==> src/rtl/nec_ir_transmitter.sv <==
// nec_ir_transmitter: serialises a 32-bit word (or an NEC repeat code) into an NEC IR frame + gap.
// Latency: tx_busy/tx_envelope rise the cycle after tx_start is accepted; every output is registered.
// Backpressure: tx_start is ignored (not queued) while tx_busy=1. Optional carrier: `define IR_CARRIER_EN.
module nec_ir_transmitter #(
  parameter int TICK_CYCLES  = 28125,
  parameter int GAP_TICKS    = 64,
  parameter int CARRIER_HALF = 658
) (
  input  logic        master_clk,
  input  logic        reset,
  input  logic        tx_start,
  input  logic        tx_repeat,
  input  logic [31:0] tx_data,
  output logic        tx_busy,
  output logic        tx_done,
  output logic        tx_envelope,
  output logic        irda_txd
);

  localparam int TICK_W   = $clog2(TICK_CYCLES);
  localparam int UNIT_MAX = (GAP_TICKS > 16) ? GAP_TICKS : 16;
  localparam int UNIT_W   = $clog2(UNIT_MAX);

  typedef enum logic [2:0] {
    IDLE,
    LEAD_MARK,
    LEAD_SPACE,
    BIT_MARK,
    BIT_SPACE,
    STOP_MARK,
    GAP
  } state_t;

  if (TICK_CYCLES < 2 || GAP_TICKS < 1 || CARRIER_HALF < 1) begin : g_param_check
    $error("nec_ir_transmitter: TICK_CYCLES>=2, GAP_TICKS>=1, CARRIER_HALF>=1 required");
  end

  state_t            state;
  logic [TICK_W-1:0] tick_cnt;
  logic [UNIT_W-1:0] unit_cnt;
  logic [UNIT_W-1:0] unit_last;
  logic [31:0]       shift_reg;
  logic [5:0]        bit_cnt;
  logic              repeat_mode;
  logic              tick_last;
  logic              state_end;

  // Index of the final unit of the current state (length minus one).
  always_comb begin
    unit_last = '0;
    case (state)
      LEAD_MARK:  unit_last = UNIT_W'(15);
      LEAD_SPACE: unit_last = repeat_mode ? UNIT_W'(3) : UNIT_W'(7);
      BIT_SPACE:  unit_last = shift_reg[0] ? UNIT_W'(2) : UNIT_W'(0);
      GAP:        unit_last = UNIT_W'(GAP_TICKS - 1);
      default:    unit_last = '0;
    endcase
  end

  assign tick_last = (tick_cnt == TICK_W'(TICK_CYCLES - 1));
  assign state_end = tick_last && (unit_cnt == unit_last);

  // Frame sequencer: unit timing, bit shifting and the registered handshake/envelope outputs.
  always_ff @(posedge master_clk or posedge reset) begin
    if (reset) begin
      state       <= IDLE;
      tick_cnt    <= '0;
      unit_cnt    <= '0;
      shift_reg   <= '0;
      bit_cnt     <= '0;
      repeat_mode <= 1'b0;
      tx_busy     <= 1'b0;
      tx_done     <= 1'b0;
      tx_envelope <= 1'b0;
    end else begin
      tx_done <= 1'b0;
      if (state == IDLE) begin
        tick_cnt <= '0;
        unit_cnt <= '0;
        if (tx_start) begin
          shift_reg   <= tx_data;
          repeat_mode <= tx_repeat;
          bit_cnt     <= '0;
          state       <= LEAD_MARK;
          tx_busy     <= 1'b1;
          tx_envelope <= 1'b1;
        end
      end else if (state_end) begin
        tick_cnt <= '0;
        unit_cnt <= '0;
        case (state)
          LEAD_MARK: begin
            state       <= LEAD_SPACE;
            tx_envelope <= 1'b0;
          end
          LEAD_SPACE: begin
            state       <= repeat_mode ? STOP_MARK : BIT_MARK;
            tx_envelope <= 1'b1;
          end
          BIT_MARK: begin
            state       <= BIT_SPACE;
            tx_envelope <= 1'b0;
          end
          BIT_SPACE: begin
            shift_reg   <= {1'b0, shift_reg[31:1]};
            bit_cnt     <= bit_cnt + 6'd1;
            state       <= (bit_cnt == 6'd31) ? STOP_MARK : BIT_MARK;
            tx_envelope <= 1'b1;
          end
          STOP_MARK: begin
            state       <= GAP;
            tx_envelope <= 1'b0;
          end
          GAP: begin
            state   <= IDLE;
            tx_busy <= 1'b0;
            tx_done <= 1'b1;
          end
          default: begin
            state       <= IDLE;
            tx_busy     <= 1'b0;
            tx_envelope <= 1'b0;
          end
        endcase
      end else if (tick_last) begin
        tick_cnt <= '0;
        unit_cnt <= unit_cnt + UNIT_W'(1);
      end else begin
        tick_cnt <= tick_cnt + TICK_W'(1);
      end
    end
  end

`ifdef IR_CARRIER_EN
  localparam int CAR_W = $clog2(CARRIER_HALF + 1);

  logic [CAR_W-1:0] car_cnt;
  logic             carrier;

  // Carrier phase runs only inside marks; the space before each mark re-arms it high.
  always_ff @(posedge master_clk or posedge reset) begin
    if (reset) begin
      car_cnt <= '0;
      carrier <= 1'b1;
    end else if (!tx_envelope) begin
      car_cnt <= '0;
      carrier <= 1'b1;
    end else if (car_cnt == CAR_W'(CARRIER_HALF - 1)) begin
      car_cnt <= '0;
      carrier <= ~carrier;
    end else begin
      car_cnt <= car_cnt + CAR_W'(1);
    end
  end

  assign irda_txd = tx_envelope & carrier;
`else
  assign irda_txd = tx_envelope;
`endif

endmodule
==> config.mk <==
export PLATFORM = sky130hd
export DESIGN_NAME = nec_ir_transmitter
export DESIGN_NICKNAME = d
export VERILOG_FILES = /design/src/rtl/nec_ir_transmitter.sv
export SDC_FILE = /design/constraint.sdc
export NUM_CORES = 1
export LEC_CHECK = 0
export ABC_AREA = 1
export BUFFER_PORTS_ARGS = -buffer_cell sky130_fd_sc_hd__buf_2
export CAP_MARGIN = 20
export CORE_MARGIN = 3
export CORE_UTILIZATION = 35
export CTS_CLUSTER_SIZE = 12
export DETAILED_ROUTE_END_ITERATION = 16
export PLACE_DENSITY_LB_ADDON = 0.3
export SKIP_CTS_REPAIR_TIMING = 1
export SKIP_LAST_GASP = 1
export SLEW_MARGIN = 20
export SYNTH_ARGS = -nofsm -noshare
export SYNTH_HDL_FRONTEND = slang
export SYNTH_SLANG_ARGS = --single-unit
export TNS_END_PERCENT = 50
==> constraint.sdc <==
create_clock -name master_clk -period 3.4 [get_ports master_clk]
set_clock_uncertainty 0.05 [all_clocks]
set_input_delay 0.68 -clock master_clk [delete_from_list [all_inputs] [get_ports master_clk]]
set_output_delay 0.68 -clock master_clk [all_outputs]
set_load 0.02 [all_outputs]
; After elaboration in Yosys (flattened, before gate mapping)
; Cells that the tools add are included.
[word_totals]
register_bits = 66
latchBits = 0
mem_bits_rw = 0
romBits = 0
inputBits = 36
out_inout_bits = 4
word_cells = 69
memories = 0
[classes]
addsub = 3
multipliers = 0
div = 0
order_cmp = 0
n_eq_ne = 12
shifts = 0
muxes = 33
bitwise = 0
reduce_logical = 12
[op_table]
columns = op, count
row1 = two-way mux 32 bit, 4
row2 = two-way mux 15 bit, 3
row3 = two-way mux 6 bit, 7
row4 = case mux 6 bit (4 select lines), 1
row5 = two-way mux 3 bit, 6
row6 = adder 15 x 1 -> 15 bit (second input constant), 1
row7 = == test 15 bit (second input constant), 1
row8 = case mux 3 bit (5 select lines), 1
row9 = adder 6 x 1 -> 6 bit (second input constant), 2
row10 = == test 3 bit (second input constant), 3
row11 = two-way mux 1 bit, 9
row12 = AND reduction 3 bit, 3
row13 = == test 3 x 2 -> 1 bit (second input constant), 2
row14 = == test 6 x 5 -> 1 bit (second input constant), 1
row15 = == test 6 bit, 1
row16 = OR reduction 5 bit, 1
row17 = inequality test 2 bit (second input constant), 2
row18 = AND reduction 2 bit, 2
row19 = nonzero test 2 bit, 2
row20 = == test 3 x 1 -> 1 bit (second input constant), 1
row21 = zero test 3 bit, 1
row22 = nonzero test 3 bit, 1
row23 = two-way mux 2 bit, 1
row24 = inequality test 2 x 1 -> 1 bit (second input constant), 1
row25 = other kinds (3), 3

; Depth between registers and ports, before layout
[depth]
ltp_word = 6
depth_mapped = 15
ltp_nobuf = 13

; Least setup slack after synthesis
; OpenSTA, ideal clock, no wires.
[synth_path]
path_kind = register -> register
start = register tick_cnt[0]
end = register bit_cnt[2]
setup_time_ns = 0.117
t_arrival_ns = 1.702
t_required_ns = 3.233
path_slack_ns = 1.531
path_stages_with_launch = 16
path_buffers = 2
synth_period_minus_slack_ns = 1.869
path_cell_list = dfrtp_1 inv_1 ha_1 nand2_1 nor2_1 nand2_1 nor2_1 nand3_1 nor2_1 nand4_2 nand2_2 nand2_2 buf_6 buf_6 nand2_1 nand2_1
[synth_via]
elab_chain_len = 4
[synth_rtl]
columns = item, line_no
row1 = "start, declared", 39  ; logic [TICK_W-1:0] tick_cnt;
row2 = "start signal, assigned", 129  ; tick_cnt <= tick_cnt + TICK_W'(1);
row3 = == test 15 bit, 60  ; assign tick_last = (tick_cnt == TICK_W'(TICK_CYCLES - 1));
row4 = logical AND 1 bit, 61  ; assign state_end = tick_last && (unit_cnt == unit_last);
row5 = nonzero test 2 bit (no line), --
row6 = AND reduction 3 bit (no line), --
row7 = "end signal, assigned", 106  ; bit_cnt <= bit_cnt + 6'd1;
row8 = "end, declared", 43  ; logic [5:0] bit_cnt;
; Every way passes these cells.
; A chain may end at the register's enable or synchronous reset.

; Final worst setup path
[layout_path]
start = register state[1]
end = register shift_reg[26]
[layout_via]
elab_chain_len = 6
elab_cells_between_ends = 13
cone_classes = eq/ne (6) / mux (2) / reduce/logical (5)
[layout_rtl]
columns = item, line_no
row1 = "start, declared", 38  ; state_t state;
row2 = "start signal, assigned", 97  ; state <= repeat_mode ? STOP_MARK : BIT_MARK;
row3 = "start signal, assigned", 107  ; state <= (bit_cnt == 6'd31) ? STOP_MARK : BIT_MARK;
row4 = == test 3 bit (tied with other cells), 51  ; case (state)
row5 = case mux 6 bit (4 select lines), 51
row6 = == test 6 bit, 61
row7 = logical AND 1 bit, 61
row8 = nonzero test 2 bit (no line), --
row9 = AND reduction 3 bit (no line), --
row10 = "end signal, assigned", 81  ; shift_reg <= tx_data;
row11 = "end signal, assigned", 105  ; shift_reg <= {1'b0, shift_reg[31:1]};
row12 = "end, declared", 42  ; logic [31:0] shift_reg;
; Several ways; a longest one is shown, not always the timed one.

==> key figures <==
Timing
  • Setup TNS: 0 ps
  • Crit path time final: 2750 ps
  • Hold Vio Cnt, Final: 0
  • Pins over their slew limit: 0
  • Unrepaired setup endpoints after global routing: no
  • FMAX: 363 MHz
  • Worst-Margin Slew: 702 ps
  • Relative slew slack: 53.0%
  • Setup ws final: 648 ps
  • Period utilization: 80.9%
  • Final setup fails: 0

Floorplanning
  • Starting Density: 36.4%
  • Die width: 107 µm
  • Core Box Area: 9910 µm²
  • I/O Pins: 40
  • # rows: 36
  • Die height: 107 µm
  • Die area: 11500 µm²

Critical path
  • Worst Reg-to-Reg Cells: 11
  • Slowest stage cell on the critical path: dfrtp_1
  • Worst Setup SP: state[1]
  • Flop-to-flop setup slack: 650 ps
  • Crit path required time: 3580 ps
  • Crit Path Class: reg -> reg
  • Worst Setup Start Kind: flip-flop
  • Crit-path leading delay family: simple AND/OR/NAND/NOR gates
  • R2r startpoint: state[1]
  • Critical Path Fanout Max: 38
  • R2r endpoint: shift_reg[26]
  • CP Buf/Inv Count: 2
  • Worst-path cell chain: nor2_2 > buf_4 > nand3_1 > nand4_1 > nand2_1 > clkinv_1 > nand4_2 > nand2_2 > nand2_2 > nand2_1 > nand2_1
  • Crit path largest cell delay: 480 ps
  • Critical Path End Type: flip-flop
  • Most used cell along the critical path: nand2_1
  • CP Data Arrival Time: 2930 ps

Detailed routing
  • Vias/cell: 4.70
  • Post-route ant nets: 0
  • Routed length per instance: 11.7 µm
  • DRC viols: 0
  • Vias: 3202
  • Routed WL: 7960 µm
  • Pre-antenna DRT Iters: 5
  • Initial drt markers: 185

Synthesis
  • Largest area contributor in the netlist: dfrtp_1
  • Syn_area_per_cell: 7.07 µm²
  • Yosys cell types: 28
  • Post-synth top area share: 45.8%
  • Post-Syn Area: 3600 µm²
  • Post-synth EDFFs: 0
  • Count leader, synth: nand2_1
  • Ys async rst share: 100%
  • #FFs+latches synth: 66
  • Synth Instances: 510
  • Sequential share of the synthesized area: 45.8%
  • Top post-synthesis cells by area: dfrtp_1 (46%), nand2_1 (24%), nand3_1 (7.5%)
  • Number of synthesis warnings: 0
  • Syn Nets: 550
  • Commonest cells post-synth: nand2_1 (235), dfrtp_1 (66), nand3_1 (54)
  • Ys flop type: dfrtp_1

CTS
  • H-tree levels: 3
  • Worst skew pair latency: 340 ps
  • CTS tree: yes
  • Clk buf depth: 2
  • CTS sink cnt: 66
  • CTS root buffer: clkbuf_8
  • Inserted Clock Buffers: 9
  • Reg clk slew, reported paths: 70 ps

Hold path
  • Hold crit path type: in -> async

Pwr
  • Peak VDD IR: 360 µV
  • Cell area power density: 784 nW/µm²
  • Lkg Pwr: 2.19 nW

Job
  • Max-cap violations: 0

Global routing
  • Initial antenna violation count: 0
  • Global route total overflow: 0
  • First-pass GRT wire length: 14600 µm
  • Vias in the first global route: 3141
  • Tot GR Track Use: 15.4%
  • Largest net degree at the start of global routing: 67

Final layout
  • Number of flip-flops under the largest register name: 32
  • Number of fill cells in the layout: 1040
  • Area Growth Syn to Fin: 14.0%
  • Layout cell share with drive strength beyond 1: 14.4%
  • Antenna Cells: 0
  • Post-layout net count: 584

Outcome
  • Outcome: finished, final reports clean

Placement
  • IO buf count: 39
  • Pre-CTS WS: 637 ps
  • GP Congestion: 0.848
  • Post-DP HPWL: 5340 µm
## metal layers
layer / vias up / routed length (µm) / track usage (%)
met5: - / 0 / 0
li1: 1672 / - / -
met1: 1467 / 3970 / 21.7
met2: 57 / 3580 / 23.9
met3: 6 / 337 / 3.72
met4: 0 / 70 / 4.06
## worst min-delay path: stages
cell	delay, ps
buf_2	100
inv_2	60
buf_12	280
## through the flow
stage	power, mW	util (%)	hold slack (ps)	cell area, µm²	instances
2_1_floorplan	2.26	-	392	3600	510
3_3_place_gp	2.53	39.4	403	3900	666
3_5_place_dp	2.57	39.4	409	3900	666
4_1_cts	3.26	41.5	358	4110	682
5_1_grt	3.55	41.5	349	4110	682
6_report	3.22	41.5	319	4110	682
## layout make-up
cell class | count | area (µm²) | share of cell area, %
flip-flops and latches | 66 | 1650 | 40.2
multi-input cells | 385 | 1690 | 41.2
well taps | 133 | 166 | 4.05
clock inverters | 5 | 52.6 | 1.28
repair buffers | 45 | 253 | 6.15
clock buffers | 11 | 151 | 3.69
inverters | 37 | 139 | 3.38
## layout by cell type (no fill, tap or decap), drive strengths merged, types with 2 or more instances in the layout
cell,n
a21oi,12
buf,45
clkbuf,11
clkinv,4
dfrtp,66
ha,4
inv,36
nand2,239
nand3,55
nand3b,2
nand4,7
nor2,33
nor3,8
nor4,4
o21ai,15
xor2,3
## report_power, final
group / internal, mW / switching (mW) / total, mW
Sequential: 1.03 / 0.171 / 1.20
Clock: 0.375 / 0.302 / 0.677
Combinational: 0.415 / 0.926 / 1.34
## cell families after synthesis
logic type	share of synthesized area (%)
flops	45.8
simple gates	40.7
buf+inv	7.15
fa+ha+maj	1.39
xor+xnor	0.972
compound gates	3.99
## how the worst max path moves through the flow
stage / to / cells past startpoint / slack (ps)
floorplan: bit_cnt[0] / 1 / 1020
global placement: shift_reg[31] / 11 / 740
detailed placement: bit_cnt[5] / 11 / 640
CTS: bit_cnt[5] / 11 / 630
global route: shift_reg[26] / 11 / 350
finish: shift_reg[26] / 11 / 650
(Power assumes the default switching activity.)
